$ cat config.mk
export PLATFORM = sky130hd
export DESIGN_NAME = viterbi_out_packer
export DESIGN_NICKNAME = d
export VERILOG_FILES = /design/src/rtl/viterbi_out_pkg.sv /design/src/rtl/viterbi_out_reg_stage.sv /design/src/rtl/viterbi_out_packer.sv
export SDC_FILE = /design/constraint.sdc
export NUM_CORES = 1
export LEC_CHECK = 0
export BUFFER_PORTS_ARGS = -buffer_cell sky130_fd_sc_hd__buf_4
export CORE_MARGIN = 2
export CORE_UTILIZATION = 60
export CTS_BUF_LIST = sky130_fd_sc_hd__clkbuf_4 sky130_fd_sc_hd__clkbuf_8 sky130_fd_sc_hd__clkbuf_16
export DETAILED_ROUTE_END_ITERATION = 8
export HOLD_SLACK_MARGIN = 0.02
export PLACE_DENSITY = 0.82
export SLEW_MARGIN = 40
export SYNTH_ARGS = -nofsm -noshare
export SYNTH_HDL_FRONTEND = slang
export SYNTH_SLANG_ARGS = --single-unit
$ cat constraint.sdc
create_clock -name i_clk -period 5.5 [get_ports i_clk]
set_clock_uncertainty 0.15 [all_clocks]
set_input_delay 1.1 -clock i_clk [delete_from_list [all_inputs] [get_ports i_clk]]
set_output_delay 1.1 -clock i_clk [all_outputs]
set_load 0.1 [all_outputs]
$ cat src/rtl/viterbi_out_pkg.sv
// Shared types and constants for the Viterbi decoder output packer.
// Optional build macro: VITERBI_OUT_PACKER_LSB_FIRST_EN selects LSB-first slot order.
package viterbi_out_pkg;

  // Accumulator phase: filling slots, or stalled behind an occupied output register.
  typedef enum logic {
    S_FILL = 1'b0,
    S_HOLD = 1'b1
  } state_e;

  // Width needed to count 0..n inclusive.
  function automatic int cnt_width(input int n);
    return $clog2(n + 1);
  endfunction

`ifdef VITERBI_OUT_PACKER_LSB_FIRST_EN
  localparam bit PACK_MSB_FIRST = 1'b0;
`else
  localparam bit PACK_MSB_FIRST = 1'b1;
`endif

endpackage

$ cat src/rtl/viterbi_out_reg_stage.sv
// Single-entry valid/ready output register carrying packed data, chunk count and
// end-of-frame flag. Contents are held stable while valid is stalled by the sink.
module viterbi_out_reg_stage #(
  parameter int DATA_W = 8,
  parameter int CNT_W  = 4
) (
  input  logic              i_clk,
  input  logic              i_rst_n,
  input  logic              i_clear,
  input  logic              i_load,
  input  logic [DATA_W-1:0] i_data,
  input  logic [CNT_W-1:0]  i_count,
  input  logic              i_last,
  input  logic              i_ready,
  output logic              o_valid,
  output logic [DATA_W-1:0] o_data,
  output logic [CNT_W-1:0]  o_count,
  output logic              o_last
);

  logic              valid_q;
  logic [DATA_W-1:0] data_q;
  logic [CNT_W-1:0]  count_q;
  logic              last_q;

  // Load a new word (possibly while draining the old one), drop valid on transfer.
  always_ff @(posedge i_clk or negedge i_rst_n) begin
    if (!i_rst_n) begin
      valid_q <= 1'b0;
      data_q  <= '0;
      count_q <= '0;
      last_q  <= 1'b0;
    end else if (i_clear) begin
      valid_q <= 1'b0;
      data_q  <= '0;
      count_q <= '0;
      last_q  <= 1'b0;
    end else if (i_load) begin
      valid_q <= 1'b1;
      data_q  <= i_data;
      count_q <= i_count;
      last_q  <= i_last;
    end else if (i_ready) begin
      valid_q <= 1'b0;
    end
  end

  assign o_valid = valid_q;
  assign o_data  = data_q;
  assign o_count = count_q;
  assign o_last  = last_q;

endmodule

$ cat src/rtl/viterbi_out_packer.sv
// Packs SIZE_IN-bit traceback chunks into SIZE_OUT-bit words with backpressure,
// end-of-frame flush and synchronous clear.
// Optional build macro: VITERBI_OUT_PACKER_LSB_FIRST_EN (first chunk in the low slot).
module viterbi_out_packer
  import viterbi_out_pkg::*;
#(
  parameter int  SIZE_IN  = 1,
  parameter int  SIZE_OUT = 8,
  localparam int N        = SIZE_OUT / SIZE_IN,
  localparam int CNT_W    = cnt_width(N)
) (
  input  logic                i_clk,
  input  logic                i_rst_n,
  input  logic                i_clear,
  input  logic                i_valid,
  input  logic [SIZE_IN-1:0]  i_data,
  input  logic                i_last,
  output logic                o_ready,
  output logic                o_valid,
  input  logic                i_ready,
  output logic [SIZE_OUT-1:0] o_data,
  output logic [CNT_W-1:0]    o_count,
  output logic                o_last
);

  if ((SIZE_IN < 1) || ((SIZE_OUT % SIZE_IN) != 0)) begin : g_bad_size
    $error("viterbi_out_packer: SIZE_OUT must be a positive multiple of SIZE_IN");
  end

  state_e              state_q, state_d;
  logic [CNT_W-1:0]    cnt_q, cnt_d;
  logic [SIZE_OUT-1:0] acc_q, acc_d;
  logic [SIZE_OUT-1:0] word_merged;
  logic [CNT_W-1:0]    cnt_inc;
  logic                take;
  logic                complete;

  // Drop the incoming chunk into the slot selected by the fill counter; slots not
  // yet written are still zero, which gives the zero fill on a partial flush.
  for (genvar gi = 0; gi < N; gi++) begin : g_slot
    localparam int LO = PACK_MSB_FIRST ? (SIZE_OUT - (gi + 1) * SIZE_IN) : (gi * SIZE_IN);
    assign word_merged[LO +: SIZE_IN] = (cnt_q == CNT_W'(gi)) ? i_data : acc_q[LO +: SIZE_IN];
  end

  assign o_ready  = (state_q == S_FILL) || i_ready;
  assign take     = i_valid && o_ready && !i_clear;
  assign cnt_inc  = cnt_q + 1'b1;
  assign complete = take && ((cnt_inc == CNT_W'(N)) || i_last);

  // Accumulator, fill counter and phase register.
  always_ff @(posedge i_clk or negedge i_rst_n) begin
    if (!i_rst_n) begin
      state_q <= S_FILL;
      cnt_q   <= '0;
      acc_q   <= '0;
    end else begin
      state_q <= state_d;
      cnt_q   <= cnt_d;
      acc_q   <= acc_d;
    end
  end

  // Next-state: a completed word hands off to the output register and the
  // accumulator restarts empty in the same cycle, so there is no input bubble.
  always_comb begin
    state_d = state_q;
    cnt_d   = cnt_q;
    acc_d   = acc_q;
    if (i_clear) begin
      state_d = S_FILL;
      cnt_d   = '0;
      acc_d   = '0;
    end else begin
      if (complete) begin
        cnt_d = '0;
        acc_d = '0;
      end else if (take) begin
        cnt_d = cnt_inc;
        acc_d = word_merged;
      end
      unique case (state_q)
        S_FILL: if (complete) state_d = S_HOLD;
        S_HOLD: begin
          if (complete)     state_d = S_HOLD;
          else if (i_ready) state_d = S_FILL;
        end
        default: state_d = S_FILL;
      endcase
    end
  end

  viterbi_out_reg_stage #(
    .DATA_W (SIZE_OUT),
    .CNT_W  (CNT_W)
  ) u_reg_stage (
    .i_clk   (i_clk),
    .i_rst_n (i_rst_n),
    .i_clear (i_clear),
    .i_load  (complete),
    .i_data  (word_merged),
    .i_count (cnt_inc),
    .i_last  (i_last),
    .i_ready (i_ready),
    .o_valid (o_valid),
    .o_data  (o_data),
    .o_count (o_count),
    .o_last  (o_last)
  );

endmodule

==> out/qor.yml, run 1 <==
outcome: "finished clean"
gp_congestion: 0.7748
ys_warn_count: 0
setup_ws_ps: 2413
cp-end-kind: "output port"
synthCells: 147
cts_tree: "done"
drt_iter0_markers: 33
vias: 1183
detailed_place_hpwl_um: 2307
hold_viol_final: 0
ys_async_sr_fraction: 1.000
grt_overflow_total: 0
ys_types: 40
routed_wl_um: 3380
relSlewSlack: 0.5290
ys.flop_type: "dfrtp_1"
met2_usage: 0.4266
synthTopCellsByCount: "dfrtp_1, nor2_1, mux2i_1, nand2_1, nand3b_1"
rsz0062_at_grt: "no"
critPathLaunchType: "primary input"
post-cts-setup-buffer-count: 0
path_clk_slew_ps: 150
rr_worst_depth: 5
avgSynthCellArea_um2: 10.65
timing.rr.start: "cnt_q[0]"
ctsLongestPathBuffers: 2
worstMarginPinSlew_ps: 706.5
die_y_um: 55.08
synth_seq_area_share: 0.4317
fin_crit_ps: 3087
required_ps: 4250
yosysMostFrequentCell: "dfrtp_1"
r2r_slack_ps: 3250
cts_sinks: 27
synth-edff-count: 0
clock.fmax_ghz: 0.3240
grt_util_met3: 0.02419
finalSetupViolations: 0
met1_usage: 0.3328
final.setup.tns_ps: 0
synth_area_um2: 1565
ctsRootBufferMaster: "clkbuf_4"
drive_gt1_frac: 0.2327
die_w_um: 55.08
firstDrtPassIters: 4
p_leak_nw: 0.7785
n_antenna_cell: 0
antenna_found_initial: 0
layoutNonFillerInstCount: 189
drc: 0
dp_slack_ps: 2427
synth-seq-cells: 27
wl_per_cell_um: 17.88
crit_end: "o_ready"
final_util: 0.6919
crit_type: "in -> out"
drv_slew: 0
synth.area.top_cells: "dfrtp_1, mux2i_1, o41ai_1, mux2_4, nand3b_1"
core-area_um2: 2477
synth_largest_area_cell: "dfrtp_1"
pwr_density_cell_nw_per_um2: 222.2
dpl_cell_area_um2: 1684
grt_max_degree: 40
vias_per_cell: 6.259
dp_cells: 185
fin_nets: 171
rows: 18
grt_pass1_vias: 1055
cts_buffers: 3
crit_fanout: 9
htreeDepth: 1
cts_resized: 0
peakVddDrop_mv: 0.1835
grt_pass1_wl_um: 5264
maxCapViolCount: 0
arrival_ps: 1840
die_area_um2: 3033
hold_class: "reg -> reg"
worstReg2RegEnd: "acc_q[4]"
synth_nets: 158
cp-startpoint: "i_ready"
grtUsageTotal: 0.2503
io_buffers: 21
gr-max-usage-layer: "met2"
holdBufCountCts: 0
period_share: 0.5612
ios: 22
initial_utilization: 0.6318
syn2layout_area_growth_pct: 9.512
yosysTopAreaCellShare: 0.4317
final_cell_area_um2: 1714
final_antenna_net_count: 0
clk_latency_ps: 340
[layer usage]
layer | vias to the layer above | share of wire
li1 | 562 | -
met1 | 582 | 0.45
met2 | 34 | 0.49
met3 | 5 | 0.036
met4 | 0 | 0.014
met5 | - | 0
[cells in the final DEF, fill, tap and decap left out, types with 3 or more instances in the layout]
cell,instances
nor2_1,10
nand2_1,8
inv_1,3
a311oi_1,5
o41ai_1,7
nor3_1,5
buf_4,21
nor3b_1,3
dfrtp_1,27
clkbuf_4,3
nand3_1,3
nor2b_1,5
nand3b_1,8
nand2b_1,4
mux2i_1,8
a21oi_1,6
mux2_4,4
ha_1,4
[state kept, by name, indices dropped and copies added (netlist names)]
| name | flops |
|---|---|
| u_reg_stage.o_data | 8 |
| u_reg_stage.o_valid | 1 |
| cnt_q | 4 |
| state_q | 1 |
| acc_q | 8 |
| u_reg_stage.o_last | 1 |
| u_reg_stage.o_count | 4 |
[critical path, stage by stage]
cell	delay [ps]
buf_4	80
nand2b_1	290
buf_4	360
[how the worst min path moves through the flow]
stage	start	to	cells past startpoint
floorplan	acc_q[4]	acc_q[4]	2
global placement	acc_q[3]	acc_q[3]	2
detailed placement	acc_q[5]	acc_q[5]	2
CTS	acc_q[5]	acc_q[5]	2
global route	acc_q[6]	acc_q[6]	2
finish	acc_q[5]	acc_q[5]	2
[area by class of cell]
| type | instances | area (um^2) |
|---|---|---|
| multi-input combinational | 104 | 802.0 |
| fill | 196 | 763.2 |
| sequential | 27 | 675.6 |
| timing repair buffer | 21 | 157.7 |
| tap | 30 | 37.54 |
| clock buffer | 3 | 22.52 |
| inverter | 3 | 11.26 |
| clock inverter | 1 | 7.507 |
[logic make-up (layout without fill, tap and decap cells)]
logic type                 Yosys count  after routing  synth area share
and+or+nand+nor                     55             55            0.2110
AOI/OAI and AO/OA                   31             31            0.1687
DFF                                 27             27            0.4317
buffers and inverters               16             28           0.05595
muxes                               12             12           0.08953
adders and majority gates            4              4           0.03198
xor gates and xnor gates             2              2           0.01119
[where the power goes]
group          total (mW)  switching, mW  internal (mW)
clock              0.0926         0.0647         0.0279
combinational      0.0804         0.0613         0.0191
sequential          0.208        0.00390          0.204
total               0.381          0.130          0.251
[per-stage QoR]
stage,hold WS (ps),power (mW)
CTS,360.6,0.3825
global route,383.0,0.3991
detailed placement,327.4,0.2919
global placement,306.0,0.2901
finish,361.6,0.3809
floorplan,292.5,0.2725
(Power assumes the default switching activity.)
==> inputs of run 2 (changes only) <==
Settings changed: CORE_UTILIZATION 60 to 56, PLACE_DENSITY 0.82 to 0.77.
Clock period 5.5 ns to 2.9 ns, I/O delays scaled along.
==> run 2 against run 1 <==
  * Sequential power is 90% higher
  * Flip-flop and latch count unchanged
  * Via count decreased by 1.2%
  * First-iteration DRC count up 67%
  * Wire length is 0.24% lower
  * Worst hold slack got worse by 14 ps
  * Register-to-register slack lost 2600 ps
  * Worst setup slack lost 1800 ps
  * Combinational power rose by 92%
==> out/qor.yml, run 2 (synthesized netlist as in run 1, its figures left out) <==
final_antenna_net_count: 0
dp_cells: 186
p_leak_nw: 0.7827
vias_per_cell: 6.120
path_clk_slew_ps: 150
maxCapViolCount: 0
worstMarginPinSlew_ps: 677.3
die_area_um2: 3234
ios: 22
fillers: 235
gp_congestion: 0.7949
required_ps: 2960
cts_buffers: 3
outcome: "finished clean"
hold_viol_final: 0
drt_iter0_markers: 55
cp-end-kind: "register"
cts_sinks: 27
peakVddDrop_mv: 0.3551
grt_pass1_vias: 1159
seq_area_um2: 675.6
post-cts-setup-buffer-count: 0
drive_gt1_frac: 0.2313
power_frac_clock: 0.239
ctsRootBufferMaster: "clkbuf_4"
clk_latency_ps: 330
fin_nets: 172
io_buffers: 21
setup_ws_ps: 661.0
die_y_um: 56.87
switching_share: 0.3377
multi_input_area_um2: 802.0
crit_type: "reg -> reg"
layoutNonFillerInstCount: 191
syn2layout_area_growth_pct: 10.23
mostFrequentLayoutCells: "dfrtp_1, buf_4, nor2_1"
finalSetupViolations: 0
cts_tree: "done"
fin_crit_ps: 2239
rsz0062_at_grt: "no"
p_int_mw: 0.4769
detailed_place_hpwl_um: 2257
dpl_cell_area_um2: 1685
vias: 1169
ctsLongestPathBuffers: 2
pwr_density_cell_nw_per_um2: 417.3
holdBufCountCts: 1
n_antenna_cell: 0
crit_fanout: 16
holdWs_ps: 347.3
die_w_um: 56.87
p_seq_frac: 0.548
rows: 19
p_total_mw: 0.7201
layout_commonest_cell: "dfrtp_1"
clock.fmax_ghz: 0.4466
cts_resized: 0
initial_utilization: 0.5776
drc: 0
drv_slew: 0
hold_class: "reg -> reg"
firstDrtPassIters: 4
antenna_found_initial: 0
relSlewSlack: 0.5484
period_share: 0.7721
final_cell_area_um2: 1725
core-area_um2: 2710
grtUsageTotal: 0.2297
grt_overflow_total: 0
final.setup.tns_ps: 0
wl_per_cell_um: 17.65
arrival_ps: 2300
grt_pass1_wl_um: 5713
htreeDepth: 1
dp_slack_ps: 707.8
p_sw_mw: 0.2432
power_frac_comb: 0.213
final_util: 0.6367
grt_max_degree: 40
routed_wl_um: 3372
critPathLaunchType: "register"
==> run 2: cell count changes in the layout (fill, tap and decap cells not counted), sizes merged <==
| cell | delta |
|---|---|
| dlygate4sd3 | +1 |
==> run 2: critical path, stage by stage (launching register included) <==
cell and delay [ps]:
dfrtp_1 500, ha_1 310, and2_1 210, o21ai_2 60
nand2b_1 370, o41ai_1 520
==> run 2: final cells by class <==
| type | instances | area share |
|---|---|---|
| inverters | 3 | 0.006526 |
| clock inverters | 1 | 0.004351 |
| multi-input cells | 104 | 0.4648 |
| clock buffers | 3 | 0.01305 |
| well taps | 31 | 0.02248 |
| repair buffers | 22 | 0.09717 |
| flip-flops and latches | 27 | 0.3916 |
==> run 2: power groups by stage <==
stage / logic, mW / clock network (mW) / registers [mW]
4_1_cts: 0.154 / 0.175 / 0.395
5_1_grt: 0.163 / 0.188 / 0.396
2_1_floorplan: 0.0607 / 0 / 0.456
6_report: 0.154 / 0.172 / 0.395
3_3_place_gp: 0.151 / 0 / 0.401
3_5_place_dp: 0.153 / 0 / 0.402
==> run 2: routing by layer <==
metal / up-vias / share of wire / global-route usage
li1: 563 / - / -
met1: 581 / 0.46 / 0.3259
met2: 23 / 0.49 / 0.3704
met3: 2 / 0.041 / 0.02535
met4: 0 / 0.0062 / 0.06977
met5: - / 0 / 0
==> run 2: worst paths after layout <==
kind                           from                      to  slack, ps  cells past startpoint
max in group asynchronous   i_rst_n                acc_q[5]       1810                      2
max reg2reg                cnt_q[0]                acc_q[1]        660                      5
min in group asynchronous   i_rst_n  u_reg_stage.o_count[1]        530                      2
min reg2reg                acc_q[4]                acc_q[4]        350                      2
max                        cnt_q[0]                acc_q[1]        660                      5
min                        acc_q[4]                acc_q[4]        350                      2
==> inputs of run 3 (changes only) <==
Clock period 2.9 ns to 2.3 ns, I/O delays scaled along.
==> run 3 against run 2 <==
  * Die area stayed put
  * Maximum frequency is 11% higher
  * Final cell count is 1.0% higher
  * Critical path depth stayed put
  * Non-clock buffer count is 2 higher
  * Combinational power is 28% higher
  * Via count is 3.3% higher
  * Sequential share of layout area is 0.39 points lower
  * First-iteration DRC count is 29% lower
  * Global-route usage is 0.78 points lower
  * Largest power group unchanged
  * Highest routed layer unchanged
==> out/qor.yml, run 3 (synthesized netlist as in run 1, its figures left out) <==
cp-startpoint: "cnt_q[0]"
core-area_um2: 2710
die_area_um2: 3234
firstDrtPassIters: 4
outcome: "finished clean"
gp_congestion: 0.8603
arrival_ps: 2090
final_antenna_net_count: 0
crit_type: "reg -> reg"
cts_buffers: 3
layout_commonest_cell: "dfrtp_1"
holdWs_ps: 213.8
pwr_density_cell_nw_per_um2: 521.5
n_antenna_cell: 0
routed_wl_um: 3255
rsz0062_at_grt: "no"
required_ps: 2380
vias_per_cell: 6.259
vias: 1208
grtUsageTotal: 0.2219
grt_pass1_vias: 1169
cp-end-kind: "register"
power_frac_comb: 0.217
syn2layout_area_growth_pct: 11.35
fin_crit_ps: 2008
hold_class: "in -> reg"
drc: 0
crit_family: "compound AO/OA/AOI/OAI gates"
detailed_place_hpwl_um: 2351
io_buffers: 21
hold_viol_final: 0
p_int_mw: 0.6039
crit_path_top_delay_cell: "dfrtp_1"
grt_max_degree: 40
worstMarginPinSlew_ps: 475.0
path_cells: "ha_1, and2_1, o21ai_2, nand2b_2, o41ai_1"
final_cell_area_um2: 1743
drt_iter0_markers: 39
initial_utilization: 0.5776
dpl_cell_area_um2: 1700
clk_latency_ps: 340
die_w_um: 56.87
p_sw_mw: 0.3051
ctsRootBufferMaster: "clkbuf_4"
path_clk_slew_ps: 160
p_leak_nw: 0.7915
power_frac_clock: 0.237
peakVddDrop_mv: 0.3918
max_stage_delay_ps: 490
maxCapViolCount: 0
relSlewSlack: 0.6834
timing.rr.start: "cnt_q[0]"
path_buf_inv: 0
ctsLongestPathBuffers: 2
cts_sinks: 27
final.setup.tns_ps: 0
htreeDepth: 1
period_share: 0.8731
grt_overflow_total: 0
finalSetupViolations: 0
die_y_um: 56.87
grt_pass1_wl_um: 5582
setup_ws_ps: 291.9
mostFrequentLayoutCells: "dfrtp_1, buf_4, nor2_1"
p_seq_frac: 0.546
dp_slack_ps: 134.8
switching_share: 0.3356
ios: 22
drive_gt1_frac: 0.2469
antenna_found_initial: 0
clock.fmax_ghz: 0.4980
hp-start: "i_ready"
p_total_mw: 0.9090
fin_nets: 174
cts_tree: "done"
drv_slew: 0
critPathLaunchType: "register"
wl_per_cell_um: 16.87
crit_fanout: 16
rows: 19
post-cts-setup-buffer-count: 0
==> run 3: changes by cell type in the layout (fill, tap and decap cells not counted) <==
cell,delta
buf_4,+2
nand2b_1,-1
nand2b_2,+1
==> run 3: worst paths after layout <==
check	cells after the start	endpoint	slack, ps
worst max-delay path	5	acc_q[2]	290
worst min-delay path	3	u_reg_stage.o_valid	210
worst max register to register	5	acc_q[2]	290
worst min register to register	2	acc_q[6]	350
max in group asynchronous	2	acc_q[6]	1340
min in group asynchronous	2	u_reg_stage.o_data[1]	400
==> run 3: routing by layer <==
metal  vias to the layer above  GRT usage  part of all wire  wire, um
met5                         -          0                 0         0
li1                        568          -                 -         -
met3                         8    0.02765             0.058       190
met2                        44     0.3472              0.48      1557
met4                         0    0.09967             0.029        93
met1                       588     0.3085              0.43      1414
==> run 3: what timing repair did <==
| action | CTS | global route |
|---|---|---|
| setup endpoints to repair | 0 | 3 |
| hold buffers | 1 | 0 |
| endpoints found under the hold margin | 27 | 0 |
| gates resized for setup | 0 | 1 |
==> run 3: worst min-delay path: stages <==
cell,delay [ps]
buf_4,80
nand2b_1,90
a21oi_1,60
==> run 3: power by group through the flow <==
stage / clock network, mW / logic, mW / registers [mW]
4_1_cts: 0.222 / 0.197 / 0.496
2_1_floorplan: 0 / 0.0766 / 0.575
5_1_grt: 0.242 / 0.209 / 0.499
3_5_place_dp: 0 / 0.195 / 0.505
6_report: 0.216 / 0.197 / 0.496
3_3_place_gp: 0 / 0.192 / 0.505
==> run 3: area by class of cell <==
type / instances / area, um^2
clock inverters: 1 / 7.507
clock buffers: 3 / 22.52
repair buffers: 24 / 182.7
well taps: 31 / 38.79
multi-input cells: 104 / 804.5
flip-flops and latches: 27 / 675.6
inverters: 3 / 11.26
fillers: 236 / 967.2
==> run 3: metrics by stage <==
stage	std cells	utilization
6_report	193	0.6431
5_1_grt	193	0.6431
4_1_cts	193	0.6422
3_5_place_dp	188	0.6274
3_3_place_gp	188	0.6274
2_1_floorplan	147	-
